`config.mk`:
```
export PLATFORM = sky130hd
export DESIGN_NAME = store_write_buffer
export DESIGN_NICKNAME = d
export VERILOG_FILES = /design/src/rtl/mem_pkg.sv /design/src/rtl/wb_fifo_ram.sv /design/src/rtl/store_write_buffer.sv
export SDC_FILE = /design/constraint.sdc
export NUM_CORES = 1
export LEC_CHECK = 0
export ABC_AREA = 1
export CAP_MARGIN = 10
export CORE_UTILIZATION = 45
export DETAILED_ROUTE_END_ITERATION = 8
export PLACE_DENSITY = 0.7
export SLEW_MARGIN = 25
export SYNTH_ARGS = -nofsm -noshare
export SYNTH_HDL_FRONTEND = slang
export SYNTH_HIERARCHICAL = 1
export SYNTH_SLANG_ARGS = --single-unit
```
`constraint.sdc`:
```
create_clock -name clk -period 3.7 [get_ports clk]
set_input_delay 0.555 -clock clk [delete_from_list [all_inputs] [get_ports clk]]
set_output_delay 0.555 -clock clk [all_outputs]
set_load 0.02 [all_outputs]
```
`src/rtl/mem_pkg.sv`:
```
// Shared memory-subsystem constants used by the cache, the fill FSM and the store write buffer.
package mem_pkg;

  // Address and data widths of the unified memory port
  localparam int unsigned MEM_AW      = 16;
  localparam int unsigned MEM_DW      = 16;

  // Low address bit of the cache-block tag: 8 words x 2 bytes per block
  localparam int unsigned MEM_BLK_LSB = 4;

  // Store write buffer depth (power of two, at least 2)
  localparam int unsigned WB_DEPTH    = 4;

  // Memory opcodes seen on the CPU store/load path
  typedef enum logic [3:0] {
    OP_LW = 4'b1000,
    OP_SW = 4'b1001
  } mem_op_e;

  // Returns the cache-block tag of a full-width address
  function automatic logic [MEM_AW-MEM_BLK_LSB-1:0] blk_tag(input logic [MEM_AW-1:0] addr);
    return addr[MEM_AW-1:MEM_BLK_LSB];
  endfunction

endpackage

```
`src/rtl/wb_fifo_ram.sv`:
```
// Register array backing the store write buffer: one write port, one asynchronous read port,
// plus a tap of every entry's block tag for the fill-conflict comparator.
module wb_fifo_ram
  import mem_pkg::*;
#(
  parameter int unsigned DEPTH = WB_DEPTH,
  parameter int unsigned W     = MEM_AW + MEM_DW,
  parameter int unsigned TW    = MEM_AW - MEM_BLK_LSB,
  localparam int unsigned PW   = $clog2(DEPTH)
) (
  input  logic                      clk,
  input  logic                      we,
  input  logic [PW-1:0]             waddr,
  input  logic [W-1:0]              wdata,
  input  logic [PW-1:0]             raddr,
  output logic [W-1:0]              rdata,
  output logic [DEPTH-1:0][TW-1:0]  tags
);

  logic [W-1:0] mem_q [DEPTH];

  // Entry write; contents need no reset since validity is tracked by the owner
  always_ff @(posedge clk) begin
    if (we) begin
      mem_q[waddr] <= wdata;
    end
  end

  // Asynchronous head read
  assign rdata = mem_q[raddr];

  // Expose the tag field (top TW bits of each entry) for block matching
  always_comb begin
    tags = '0;
    for (int i = 0; i < int'(DEPTH); i++) begin
      tags[i] = mem_q[i][W-1 -: TW];
    end
  end

endmodule

```
`src/rtl/store_write_buffer.sv`:
```
// FIFO write buffer between the D-cache store path and the multi-cycle memory.
// Queues write-through stores, drains them while the fill FSM is idle, and flags
// any fill whose block still has a pending store so the fill never reads stale data.
module store_write_buffer
  import mem_pkg::*;
#(
  parameter int unsigned DEPTH   = WB_DEPTH,
  parameter int unsigned AW      = MEM_AW,
  parameter int unsigned DW      = MEM_DW,
  parameter int unsigned BLK_LSB = MEM_BLK_LSB
) (
  input  logic                     clk,
  input  logic                     rst,
  input  logic                     st_valid,
  input  logic [AW-1:0]            st_addr,
  input  logic [DW-1:0]            st_data,
  output logic                     st_ready,
  input  logic                     fill_req,
  input  logic [AW-1:0]            fill_addr,
  output logic                     fill_conflict,
  input  logic                     mem_idle,
  output logic                     mem_en,
  output logic                     mem_wr,
  output logic [AW-1:0]            mem_addr,
  output logic [DW-1:0]            mem_data,
  output logic                     empty,
  output logic [$clog2(DEPTH):0]   count
);

  localparam int unsigned PW  = $clog2(DEPTH);
  localparam int unsigned CW  = PW + 1;
  localparam int unsigned CW1 = CW + 1;
  localparam int unsigned EW  = AW + DW;
  localparam int unsigned TW  = AW - BLK_LSB;

  logic [PW-1:0]             wr_ptr;
  logic [PW-1:0]             rd_ptr;
  logic [DEPTH-1:0]          valid_q;
  logic [EW-1:0]             head;
  logic [DEPTH-1:0][TW-1:0]  tags;
  logic [DEPTH-1:0]          hit;
  logic [CW1-1:0]            cnt_sum;
  logic                      full;
  logic                      push;
  logic                      drain;
  logic                      unused_fill_lo;

  // Entry storage: written at wr_ptr on push, head read at rd_ptr
  wb_fifo_ram #(
    .DEPTH (DEPTH),
    .W     (EW),
    .TW    (TW)
  ) u_ram (
    .clk   (clk),
    .we    (push),
    .waddr (wr_ptr),
    .wdata ({st_addr, st_data}),
    .raddr (rd_ptr),
    .rdata (head),
    .tags  (tags)
  );

  // Occupancy flags and handshake; a full buffer stalls the CPU store
  assign full     = (count == CW'(DEPTH));
  assign empty    = (count == '0);
  assign st_ready = !full;
  assign push     = st_valid && !full;

  // Block-level match of the fill address against every valid pending store
  always_comb begin
    hit = '0;
    for (int i = 0; i < int'(DEPTH); i++) begin
      hit[i] = valid_q[i] && (tags[i] == fill_addr[AW-1:BLK_LSB]);
    end
  end

  assign fill_conflict  = fill_req && (|hit);
  assign unused_fill_lo = ^fill_addr[BLK_LSB-1:0];

  // Drain whenever memory is free, and ahead of any fill that is blocked by a pending store
  assign drain = !empty && mem_idle && (!fill_req || fill_conflict);

  // Next occupancy, one bit wider so that overflow or underflow is observable
  assign cnt_sum = CW1'(count) + CW1'(push) - CW1'(drain);

  // Pointers, per-entry validity, occupancy and registered memory-write outputs
  always_ff @(posedge clk) begin
    if (rst) begin
      wr_ptr   <= '0;
      rd_ptr   <= '0;
      valid_q  <= '0;
      count    <= '0;
      mem_en   <= 1'b0;
      mem_addr <= '0;
      mem_data <= '0;
    end else begin
      if (push) begin
        wr_ptr          <= wr_ptr + PW'(1);
        valid_q[wr_ptr] <= 1'b1;
      end
      if (drain) begin
        rd_ptr          <= rd_ptr + PW'(1);
        valid_q[rd_ptr] <= 1'b0;
        mem_addr        <= head[EW-1:DW];
        mem_data        <= head[DW-1:0];
      end
      mem_en <= drain;
      count  <= cnt_sum[CW-1:0];
    end
  end

  // Write strobe always accompanies the enable for a drain
  assign mem_wr = mem_en;

  // Occupancy must stay within 0..DEPTH
  always_ff @(posedge clk) begin
    if (!rst) begin
      assert (cnt_sum <= CW1'(DEPTH))
        else $error("store_write_buffer: occupancy out of range (%0d)", cnt_sum);
    end
  end

endmodule

```
# ---- Yosys cells after proc, flatten, opt, wreduce, memory -nomap -nowiden
# Memory sizes are Yosys's and may differ from the RTL's. A register that Yosys moved wholly into a read port is not among the register bits.
# Cells that the tools add are included.
# W data, S select, Z words.
dict set report word_totals {
  register_bits 12
  latchBits 0
  mem_bits_rw 128
  mem_bits_ro 0
  input_bits 53
  output_inout_bits 40
  elab_cells 47
  mem_count 1
}
dict set report classes {
  add_sub_neg 4
  mul 0
  div_mod_pow 0
  n_lt_le_gt_ge 4
  eq_ne 5
  n_shift 0
  n_mux 9
  n_bitwise 3
  reduce_logical 16
}
# memory depth width rd rd_ports_with_merged_regs write_ports line_no
set mem_list {}
lappend mem_list {u_ram.mem_q 4 32 5 1 1 wb_fifo_ram.sv:20} ;# logic [W-1:0] mem_q [DEPTH];
# op count
set ops {}
lappend ops {{$eq A12 B12 Y1} 4}
lappend ops {{$mux W4} 3}
lappend ops {{$logic_and A1 B1 Y1} 10}
lappend ops {{$lt A2 B3 Y1 const B} 2}
lappend ops {{$add A2 B1 Y2 const B} 2}
lappend ops {{$and A4 B4 Y4} 1}
lappend ops {{$demux W1 S2} 2}
lappend ops {{$ge A2 B1 Y1 const B} 2}
lappend ops {{$mux W1} 4}
lappend ops {{$not A4 Y4} 1}
lappend ops {{$or A4 B4 Y4} 1}
lappend ops {{$reduce_or A4 Y1} 1}
lappend ops {{$add A3 B1 Y3} 1}
lappend ops {{$eq A3 B3 Y1 const B} 1}
lappend ops {{$logic_not A1 Y1} 3}
lappend ops {{$logic_not A3 Y1} 1}
lappend ops {{$sub A3 B1 Y3} 1}
lappend ops {{$logic_or A1 B1 Y1} 1}

# ---- Logic depth before layout (Yosys ltp)
dict set report depth {
  depth_word 9
  ltp_mapped 21
  depth_no_buf 19
}

# ---- By module
# Netlist, hierarchy kept.
# mod n_inst cells_per_inst area_each_um2 seq_area_each_um2
set by_module_without_submodules {}
lappend by_module_without_submodules {wb_fifo_ram 1 557 5798.1 3843.7}
lappend by_module_without_submodules {store_write_buffer 1 517 3039.2 880.8}

# ---- Worst setup path after synthesis
# Ideal clock, no wire load.
dict set report synth_path {
  path_kind {reg-to-reg}
  start {register count[1]}
  end {memory u_ram/mem_q[1][0] (netlist name) (enable)}
  setup_time_ns 0.461
  t_arrival_ns 3.356
  required_ns 3.239
  slack_ns -0.117
  stages_incl_launch_ff 7
  path_buffers 0
  period_less_slack_ns 3.817
  cell_sequence {dfxtp_1 > nor2_1 > nand2_1 > nand2_1 > inv_1 > inv_1 > nor3_1}
}
dict set report synth_between {
  elab_chain_len 5
}
# item line_no
set synth_rtl {}
lappend synth_rtl {{from (decl)} store_write_buffer.sv:27} ;# output logic [$clog2(DEPTH):0] count
lappend synth_rtl {{from (signal assigned)} store_write_buffer.sv:108} ;# count <= cnt_sum[CW-1:0];
lappend synth_rtl {{$eq A3 B3 Y1} store_write_buffer.sv:64} ;# assign full = (count == CW'(DEPTH));
lappend synth_rtl {{$logic_not A1 Y1} -}
lappend synth_rtl {{net st_ready} store_write_buffer.sv:17} ;# output logic st_ready,
lappend synth_rtl {{$logic_and A1 B1 Y1} store_write_buffer.sv:67} ;# assign push = st_valid && !full;
lappend synth_rtl {{net push} store_write_buffer.sv:44} ;# logic push;
lappend synth_rtl {{$mux W1} wb_fifo_ram.sv:24} ;# if (we) begin
lappend synth_rtl {{$mux W1 (implied by the code)} wb_fifo_ram.sv:25} ;# mem_q[waddr] <= wdata;
lappend synth_rtl {{to (decl)} wb_fifo_ram.sv:20}
# The timed path passes the listed nets, and every way through them passes these cells.

# ---- Final worst setup path
dict set report layout_path {
  start {input port fill_addr[15]}
  end {output port fill_conflict}
}
dict set report layout_between {
  elab_chain_len 4
  elab_cells_between_ends 10
  classes_between {eq/ne: 4; reduce/logical: 6}
}
# item line_no
set layout_rtl {}
lappend layout_rtl {{from (decl)} store_write_buffer.sv:19} ;# input logic [AW-1:0] fill_addr,
lappend layout_rtl {{$eq A12 B12 Y1} store_write_buffer.sv:73} ;# hit[i] = valid_q[i] && (tags[i] == fill_addr[AW-1:BLK_LSB]);
lappend layout_rtl {{$logic_and A1 B1 Y1} store_write_buffer.sv:73}
lappend layout_rtl {{$reduce_or A4 Y1 *} store_write_buffer.sv:77} ;# assign fill_conflict = fill_req && (|hit);
lappend layout_rtl {{$logic_and A1 B1 Y1 *} store_write_buffer.sv:77}
lappend layout_rtl {{to (decl)} store_write_buffer.sv:20} ;# output logic fill_conflict,
# Mark *: on every way between the ends. The rest lies on a longest branch, timed or not.

==> summary.txt <==
Setup path
  – Setup crit end kind: output port
  – Reg2reg setup slack: about 1200 ps
  – Critical R2R Capture: count[2]$_SDFF_PP0_
  – Critical path arrival: 2620 ps
  – Crit path required time: 3140 ps
  – RR Startpoint: u_ram/mem_q[1][25]$_DFFE_PP_
  – CP Launch Type: input pin
  – Kind of critical path: input pin to output port
  – Crit-path max FO: 5
  – Worst Reg2Reg Path Length in Cells: 16

Flow run
  – Max-Cap Viols: 0

Global route
  – Vias in the first global route: roughly 6000
  – GRT Total Usage: 20.5%
  – Initial antenna violation count: 0
  – GRT overflow: 0
  – Largest net degree at the start of global routing: between 70 and 80
  – First-pass GRT wire length: between 30 and 40 mm

Hold path
  – Hold Crit Class: flip-flop to flip-flop
  – Worst Hold Endpoint: mem_addr[10]$_SDFFE_PP0N_
  – Hold Path Origin: mem_addr[10]$_SDFFE_PP0N_
  – Min-Delay Path Depth: 2

Clock network
  – # Post-CTS Setup Buffers: 0
  – Clk sink count: 172
  – CTS root buffer: clkbuf_16
  – CTS HTree Levels: 4
  – Clock buffer depth: 2
  – Post-CTS Resized: 0
  – Hold buffer count at cts: 0
  – Clock transition at path regs: about 60 ps
  – Num CTS Buffers: 17
  – CTS tree: done
  – Skew-Pair Late Insertion Delay: 420 ps

Final layout
  – Finished Cell Area: about 10000 um2
  – Commonest non-fill, non-tap cell in the layout: nand2_1
  – Share of cells above drive strength 1: 5.55%
  – Multi-input gate area: between 2000 and 3000 um2
  – Synthesis-to-finish area growth: 13.8%
  – Register area: 4730 um2
  – Final non-filler cell total: between 1000 and 1500
  – Antenna diodes: 0
  – FILL cells: around 1700
  – Most frequent cells in the layout: nand2_1, inv_1, edfxtp_1, nand3_1, clkdlybuf4s50_1
  – Fin nets: 1170

Timing
  – Maximum clock frequency: about 320 MHz
  – Worst Setup Slack, final: 526 ps
  – Worst slew pin tran: ~850 ps
  – Clock skew: 7.09 ps
  – Tightest hold margin: between 400 and 500 ps
  – Tcrit/Tclk final: 85.8%
  – Unrepaired setup endpoints after global routing: no
  – Final hold vios: 0
  – Max Slew Vio Count: 0
  – Relative slew slack: a little over two fifths
  – Final setup violating endpoints: 0
  – Tmin final: between 3000 and 4000 ps

Die
  – Die area: 20200 um2
  – Die Wd: between 100 and 150 um
  – IO Count: 93
  – Row cnt: 50
  – Die Height: ~140 um
  – Core Area: approximately 19000 um2
  – Initial Util: 46.6%

Detailed routing
  – First-pass iteration count of the detailed router: 5
  – Vias post-DR: about 6500
  – Routed wire per std cell: between 10 and 15 um
  – Post-route ant nets: 0
  – Detailed router's first-iteration violation count: roughly 380
  – Final wirelength: about 19 mm
  – DRC violations left: 0
  – Vias per std cell: 4.69

Place
  – Gpl congestion: 0.899
  – Port Buffers: around 90
  – Placed instance area: ~9500 um2
  – Dpl ws: 422 ps
  – Placed instance count: between 1000 and 1500
  – Post-DP HPWL: 12.1 mm

Logic synthesis
  – Synth Area per Inst: 8.23 um2
  – FF+latch count, synth: roughly 170
  – Post-synthesis sequential area ratio: a little over half
  – Cell variety after synth: 25
  – Yosys warns: 6
  – Syn Inst Count: roughly 1100
  – Synthesized Nets: approximately 1100
  – Mapped Area: around 9000 um2

Pwr
  – Worst vdd ir: 0.000480 V
  – Reg power frac: 43.3%
  – Overall Power: approximately 0.0057 W
  – Cell Pwr Density: between 500 and 600 nW/um2
  – Internal power: ~0.0038 W
  – Clk pwr share: between 20% and 30%
  – Switch share: 33.2%
  – Gate power share: 29.0%
  – Leakage: roughly 4.7 nW
  – P_sw: around 0.0019 W

Run status
  – Status: finished clean
[per-layer routing]
layer,global-route usage [%],vias to the layer above,wire length (um)
met4,6.85,0,278
met1,25.4,2982,8390
met3,4.78,24,1030
li1,-,3290,-
met2,35.2,173,9670
met5,0,-,0
[state kept, by name, indices dropped and copies added, names as in the netlist]
| signal | cells |
|---|---|
| rd_ptr | 2 |
| valid_q | 4 |
| mem_data | 16 |
| u_ram/mem_q | 128 |
| count | 3 |
| mem_addr | 16 |
| mem_en | 1 |
| wr_ptr | 2 |
[critical path: stages]
cell and delay, ps:
clkdlybuf4s50_1 580, inv_1 110, nand2_1 60, o21ai_0 70
nor2_1 140, nand2_1 70, nor2_1 90, nand2_1 60
nand2_1 70, nor2_2 60, nor2_1 130, clkdlybuf4s50_1 620
[cell type report]
type                       count  share of cell area, %
clock inverter                 9                  0.697
multi-input combinational    583                   26.1
timing repair buffer         100                   9.78
tap                          260                   3.24
inverter                     232                   8.69
sequential                   172                   47.0
clock buffer                  22                   4.52
[how the worst max path moves through the flow]
stage / from / end / slack [ps] / depth (start not counted)
finish: fill_addr[15] / fill_conflict / 530 / 12
global route: fill_addr[8] / fill_conflict / 340 / 12
CTS: fill_addr[8] / fill_conflict / 500 / 12
detailed placement: fill_addr[5] / count[2]$_SDFF_PP0_ / 420 / 19
global placement: fill_addr[5] / count[2]$_SDFF_PP0_ / 450 / 19
floorplan: count[1]$_SDFF_PP0_ / u_ram/mem_q[1][0]$_DFFE_PP_ / -120 / 6
[synthesized netlist by cell type, drive strengths merged]
master / count / share of area (%)
nand2: 329 / 14
inv: 232 / 9.9
edfxtp: 128 / 43
nand3: 108 / 6.7
buf: 80 / 7.0
nor2: 71 / 3.0
dfxtp: 44 / 10
a21oi: 41 / 2.3
ha: 10 / 1.4
clkbuf: 7 / 0.30
o21ai: 7 / 0.40
nor3: 5 / 0.28
or2: 4 / 0.28
xnor2: 3 / 0.30
o211ai: 2 / 0.17
a21boi: 1 / 0.085
fa: 1 / 0.23
xor2: 1 / 0.099
[power groups by stage]
stage	logic, W	clock network [W]	registers [W]
2_1_floorplan	0.00105	0	0.00261
3_3_place_gp	0.00164	0	0.00250
3_5_place_dp	0.00166	0	0.00251
4_1_cts	0.00167	0.00161	0.00247
5_1_grt	0.00187	0.00169	0.00250
6_report	0.00166	0.00159	0.00247
[through the flow]
step / util, % / setup TNS [ps]
4_1_cts: 53.0 / 0
3_5_place_dp: 50.3 / 0
6_report: 53.0 / 0
5_1_grt: 53.0 / 0
2_1_floorplan: - / -15020
3_3_place_gp: 50.3 / 0
[logic make-up after synthesis]
logic type,count (synthesis),share of synthesized area [%]
AOI/OAI and AO/OA,51,2.97
xor gates and xnor gates,4,0.397
adders and majority gates,11,1.64
buffers and inverters,319,17.2
DFF,172,53.5
and+or+nand+nor,517,24.4
(Power assumes the default switching activity.)
